## src/rtl/pipe_adder_pkg.sv

```systemverilog
// -----------------------------------------------------------------------------
// pipe_adder_pkg
// Shared constants and types for the pipelined adder:
//   DEF_WIDTH / DEF_STAGES : default operand width and pipeline depth
//   op_e                   : operation select encoding (add / subtract)
// -----------------------------------------------------------------------------
package pipe_adder_pkg;

    localparam int DEF_WIDTH  = 32;
    localparam int DEF_STAGES = 4;

    typedef enum logic {
        OP_ADD = 1'b0,
        OP_SUB = 1'b1
    } op_e;

endpackage

```

## src/rtl/adder_slice.sv

```systemverilog
// -----------------------------------------------------------------------------
// adder_slice
// Purely combinational SLICE_W-bit ripple adder used by every pipeline stage.
// Ports:
//   a, b  : slice operands
//   cin   : carry into the slice LSB
//   sum   : slice result
//   cout  : carry out of the slice MSB
// -----------------------------------------------------------------------------
module adder_slice #(
    parameter int SLICE_W = 8
) (
    input  logic [SLICE_W-1:0] a,
    input  logic [SLICE_W-1:0] b,
    input  logic               cin,
    output logic [SLICE_W-1:0] sum,
    output logic               cout
);

    assign {cout, sum} = {1'b0, a} + {1'b0, b} + {{SLICE_W{1'b0}}, cin};

endmodule

```

## src/rtl/pipe_adder.sv

```systemverilog
// -----------------------------------------------------------------------------
// pipe_adder
// Pipelined WIDTH-bit adder/subtractor split into STAGES equal slices. Stage k
// adds slice k (LSB slice first) using the carry registered by stage k-1, so a
// result appears STAGES cycles after acceptance. Valid/ready handshake on both
// sides; the whole pipeline stalls when the output is held.
// Ports:
//   clk, rst_n           : clock, asynchronous active-low reset
//   in_valid / in_ready  : input handshake (in_ready depends only on output side)
//   a, b, cin, sub       : operands; sub=1 computes a - b and ignores cin
//   out_valid / out_ready: output handshake
//   sum, carry_out       : result mod 2^WIDTH, MSB carry (sub: 1 = no borrow)
//   overflow             : two's-complement signed overflow
// WIDTH must be an integer multiple of STAGES.
// -----------------------------------------------------------------------------
module pipe_adder
    import pipe_adder_pkg::*;
#(
    parameter int WIDTH  = DEF_WIDTH,
    parameter int STAGES = DEF_STAGES
) (
    input  logic             clk,
    input  logic             rst_n,
    input  logic             in_valid,
    output logic             in_ready,
    input  logic [WIDTH-1:0] a,
    input  logic [WIDTH-1:0] b,
    input  logic             cin,
    input  logic             sub,
    output logic             out_valid,
    input  logic             out_ready,
    output logic [WIDTH-1:0] sum,
    output logic             carry_out,
    output logic             overflow
);

    localparam int SLICE_W = WIDTH / STAGES;

    // Per-stage registers: full operand vectors (post-inversion B) so that the
    // unprocessed slices and the MSBs travel with the partial sum.
    logic [STAGES-1:0] v_q;
    logic [STAGES-1:0] c_q;
    logic [WIDTH-1:0]  a_q [STAGES];
    logic [WIDTH-1:0]  b_q [STAGES];
    logic [WIDTH-1:0]  s_q [STAGES];

    // Inputs seen by each stage: stage 0 from the ports, stage k from stage k-1.
    logic [STAGES-1:0] src_v;
    logic [STAGES-1:0] src_c;
    logic [WIDTH-1:0]  src_a [STAGES];
    logic [WIDTH-1:0]  src_b [STAGES];
    logic [WIDTH-1:0]  src_s [STAGES];

    logic [SLICE_W-1:0] slc_s [STAGES];
    logic [STAGES-1:0]  slc_c;
    logic [WIDTH-1:0]   nxt_s [STAGES];

    logic advance;
    op_e  op;

    assign op       = op_e'(sub);
    assign advance  = out_ready || !out_valid;
    assign in_ready = advance;

    always_comb begin
        // NOTE: every combinational output gets a default before any branch so
        // no path leaves it unassigned and no latch is inferred.
        src_v    = '0;
        src_c    = '0;
        src_v[0] = in_valid;
        // Subtraction is A + ~B + 1: the +1 rides in as the stage-0 carry.
        src_c[0] = (op == OP_SUB) ? 1'b1 : cin;
        src_a[0] = a;
        src_b[0] = (op == OP_SUB) ? ~b : b;
        src_s[0] = '0;
        for (int k = 1; k < STAGES; k++) begin
            src_v[k] = v_q[k-1];
            src_c[k] = c_q[k-1];
            src_a[k] = a_q[k-1];
            src_b[k] = b_q[k-1];
            src_s[k] = s_q[k-1];
        end
    end

    for (genvar k = 0; k < STAGES; k++) begin : g_stage
        adder_slice #(.SLICE_W(SLICE_W)) u_slice (
            .a    (src_a[k][k*SLICE_W +: SLICE_W]),
            .b    (src_b[k][k*SLICE_W +: SLICE_W]),
            .cin  (src_c[k]),
            .sum  (slc_s[k]),
            .cout (slc_c[k])
        );
    end

    // Merge each stage's freshly computed slice into the partial sum.
    always_comb begin
        for (int k = 0; k < STAGES; k++) begin
            nxt_s[k] = src_s[k];
            nxt_s[k][k*SLICE_W +: SLICE_W] = slc_s[k];
        end
    end

    // NOTE: data registers are reset along with the valid bits because the
    // outputs are driven straight from the last stage and must read 0 in reset.
    always_ff @(posedge clk or negedge rst_n) begin
        if (!rst_n) begin
            v_q <= '0;
            c_q <= '0;
            for (int k = 0; k < STAGES; k++) begin
                a_q[k] <= '0;
                b_q[k] <= '0;
                s_q[k] <= '0;
            end
        end else if (advance) begin
            // NOTE: non-blocking assignments so every stage samples its
            // predecessor's pre-edge value and the pipeline shifts as one.
            for (int k = 0; k < STAGES; k++) begin
                v_q[k] <= src_v[k];
                c_q[k] <= slc_c[k];
                a_q[k] <= src_a[k];
                b_q[k] <= src_b[k];
                s_q[k] <= nxt_s[k];
            end
        end
    end

    assign out_valid = v_q[STAGES-1];
    assign sum       = s_q[STAGES-1];
    assign carry_out = c_q[STAGES-1];
    // Same-sign operands producing an opposite-sign result.
    assign overflow  = (a_q[STAGES-1][WIDTH-1] == b_q[STAGES-1][WIDTH-1]) &&
                       (s_q[STAGES-1][WIDTH-1] != a_q[STAGES-1][WIDTH-1]);

    // Operand bits below the MSB are dead once they leave the final stage.
    logic unused_ok;
    assign unused_ok = ^{a_q[STAGES-1][WIDTH-2:0], b_q[STAGES-1][WIDTH-2:0]};

endmodule

```

## config.mk

```make
export PLATFORM = sky130hd
export DESIGN_NAME = pipe_adder
export DESIGN_NICKNAME = d
export VERILOG_FILES = /design/src/rtl/pipe_adder_pkg.sv /design/src/rtl/adder_slice.sv /design/src/rtl/pipe_adder.sv
export SDC_FILE = /design/constraint.sdc
export NUM_CORES = 1
export LEC_CHECK = 0
export ABC_AREA = 0
export BUFFER_PORTS_ARGS = -buffer_cell sky130_fd_sc_hd__buf_4
export CORE_ASPECT_RATIO = 1.4
export CORE_MARGIN = 1
export CORE_UTILIZATION = 35
export DETAILED_ROUTE_END_ITERATION = 8
export GPL_TIMING_DRIVEN = 0
export SLEW_MARGIN = 20
export SYNTH_ARGS = -nofsm -noshare
export SYNTH_HDL_FRONTEND = slang
export SYNTH_HIERARCHICAL = 1
export SYNTH_SLANG_ARGS = --single-unit
```

## constraint.sdc

```tcl
create_clock -name clk -period 2.7 [get_ports clk]
set_clock_uncertainty 0.05 [all_clocks]
set_input_delay 0.27 -clock clk [delete_from_list [all_inputs] [get_ports clk]]
set_output_delay 0.27 -clock clk [all_outputs]
set_load 0.1 [all_outputs]
```

==> results.py <==
metrics = {
    "clock_tree": {
        "cts_tree": "yes",
        "htreeDepth": 4,
        "cts_setup_buffers": 0,
        "cts_buffers": 17,
        "cts_root_buffer": "clkbuf_16",
        "path_clk_slew_ns": 0.07,
        "hold_buffers": 13,
        "clk_path_buf_depth": 2,
        "cts.sinks": 186,
        "insertion_delay_ns": 0.44,
        "ctsResizeCount": 0,
    },
    "final_layout": {
        "area_growth_pct": 21.8,
        "fill_cells": 2296,
        "drive_gt1_frac": 0.481,
        "layout_common_cells": "dfrtp_1, mux2_4, buf_4",
        "fin_nets": 840,
        "final_common_cell": "dfrtp_1",
        "antenna_cells": 0,
    },
    "detailed_routing": {
        "vias": 4995,
        "avgRoutedWirePerCell_um": 17.2,
        "avgViaCountPerCell": 4.69,
        "first_iter_violations": 211,
        "final_antenna_net_count": 0,
        "firstDrtPassIters": 6,
        "drt-total-wl_mm": 18.3,
        "drc": 7,
    },
    "setup_path": {
        "end_kind": "flop",
        "crit_slowest_cell": "fa_1",
        "required_ns": 2.97,
        "crit_end": "c_q[2]",
        "cpPeakStageDelay_ns": 0.48,
        "critPathLaunchType": "flop",
        "cpLargestDelayFamily": "adder cells",
        "r2r_end": "c_q[2]",
        "cp.arrival_ns": 2.59,
        "cp.depth": 7,
        "path_buf_inv": 0,
        "crit_fanout": 2,
        "crit_start": "a_q[80]",
        "critPathKind": "flop to flop",
        "cp_cell_sequence": "fa_1 -> fa_1 -> a21oi_1 -> nor2_1 -> nor2_1 -> o21ai_0 -> mux2_4",
        "r2r_start": "a_q[80]",
        "reg2reg_depth": 7,
        "rrSetupSlack_ns": 0.39,
    },
    "place": {
        "hpwl_mm": 12.7,
        "gp_congestion": 0.788,
        "io_buffers": 104,
    },
    "die": {
        "die-width_um": 138,
        "dieArea_um2": 26600,
        "rows": 69,
        "die_h_um": 193,
        "start_util": 0.357,
        "core_um2": 25500,
        "io_pins": 106,
    },
    "pwr": {
        "power_uw": 15300,
        "power_density_nw_per_um2": 1380,
        "power.leakage_uw": 0.00527,
        "ir_drop_v": 0.000640,
    },
    "run_status": {
        "status": "finished with violations",
        "violations": "design-rule violations",
    },
    "yosys": {
        "syn_avg_cell_area_um2": 15.2,
        "synthFlopType": "dfrtp_1",
        "ys_types": 34,
        "syn_nets": 702,
        "syn_inst": 596,
        "synth-edff-count": 0,
        "synth_area_leader_cell": "dfrtp_1",
        "yosysSeqAreaShare": 0.512,
        "syn_area_um2": 9080,
        "ys_ff_latch": 186,
        "ys_warn_count": 6,
        "yosysTopAreaCellShare": 0.512,
        "ys_async_sr_fraction": 1.00,
        "netlist_top_cells_area": "dfrtp_1, mux2_4, mux2_2, ha_1, xor2_1",
    },
    "timing": {
        "rsz0062_at_grt": "false",
        "max_freq_ghz": 0.432,
        "slew-limit-headroom": 0.650,
        "hold_viol": 0,
        "drv_slew": 0,
        "period_minus_slack_ns": 2.31,
        "worstMarginPinSlew_ns": 0.525,
        "min_period_over_period": 0.857,
        "tns_ns": 0,
        "finalSetupViolCount": 0,
    },
    "grt": {
        "antenna_found_initial": 0,
        "grtUsageTotal": 0.147,
        "grt_pass1_vias": 5210,
        "grt_pass1_wl_mm": 29.2,
        "grt_max_degree": 98,
        "grt_overflow": 0,
    },
    "worst_hold_path": {
        "holdCritStartpoint": "a[18]",
        "hp-class": "input pin to flop",
    },
    "flow_run": {
        "drv_cap": 0,
    },
}
## per-layer routing
layer	share of wire	GRT usage	up-vias
met5	0	0	-
met4	0.0099	0.0441	0
met3	0.022	0.0275	13
met2	0.52	0.256	64
met1	0.45	0.185	2514
li1	-	-	2404
## worst min-delay path by stage
stage | slack (ns) | to | depth (start not counted)
2_1_floorplan | -0.08 | a_q[104] | 0
3_3_place_gp | 0.41 | v_q[3] | 1
3_5_place_dp | 0.30 | a_q[31] | 2
4_1_cts | 0.0004 | a_q[114] | 2
5_1_grt | 0.0003 | a_q[112] | 2
6_report | 0.02 | a_q[114] | 2
## cell usage after synthesis (3+ instances only)
cell type / instances
dfrtp_1: 186
mux2_4: 128
mux2_2: 57
xor2_1: 40
ha_1: 28
a21oi_1: 17
buf_6: 16
nand2_1: 10
buf_2: 9
a21o_1: 8
a311o_1: 8
fa_1: 8
inv_1: 8
nand3_1: 8
xnor2_1: 8
nand2b_1: 6
nor2b_1: 5
nor3_1: 5
inv_2: 4
nor4_1: 4
o21ai_0: 4
o21bai_1: 4
a21oi_2: 3
nand3b_1: 3
nand4_1: 3
o211ai_1: 3
o21a_1: 3
o221a_2: 3
## state kept, by name (all words and copies together), names as in the netlist
register,count
a_q,49
b_q,49
nxt_s,48
sum,32
c_q,4
v_q,4
## kinds of logic (layout without fill, tap and decap cells)
group                    after synthesis  after routing  synth area share
multiplexers                         186            186             0.283
flip-flops                           186            186             0.512
AO/OA/AOI/OAI                         56             56            0.0445
XOR/XNOR                              48             48            0.0463
AND/OR/NAND/NOR                       47             47            0.0277
buffers and inverters                 37            187            0.0297
adder cells (fa/ha/maj)               36             36            0.0562
## stage by stage
| step | cells | hold WS, ns | utilization | setup slack, ns | area, µm² |
|---|---|---|---|---|---|
| final | 1065 | 0.0206 | 0.434 | 0.386 | 11100 |
| after detailed placement | 1021 | 0.295 | 0.406 | -0.0725 | 10300 |
| after global routing | 1065 | 0.000325 | 0.434 | 0.221 | 11100 |
| after CTS | 1065 | 0.000358 | 0.434 | 0.361 | 11100 |
| after floorplan | 596 | -0.0756 | - | 0.156 | 9090 |
| after global placement | 1019 | 0.405 | 0.403 | -0.0772 | 10300 |
## where the power goes
| group | switching (µW) | leakage (µW) | total (µW) | internal (µW) |
|---|---|---|---|---|
| logic | 4280 | 0.00280 | 7820 | 3540 |
| registers | 780 | 0.00217 | 4850 | 4070 |
| clock network | 1180 | 0.000297 | 2580 | 1410 |
## area by class of cell
cell class,count,area [µm²],area share
sequential,186,4650,0.421
inverter,12,45.0,0.00407
buffer,25,225,0.0204
tap,319,399,0.0361
multi-input combinational,373,4170,0.377
timing repair buffer,119,973,0.0880
clock inverter,14,175,0.0158
clock buffer,17,425,0.0384
Power figures use the tool's default switching activity.
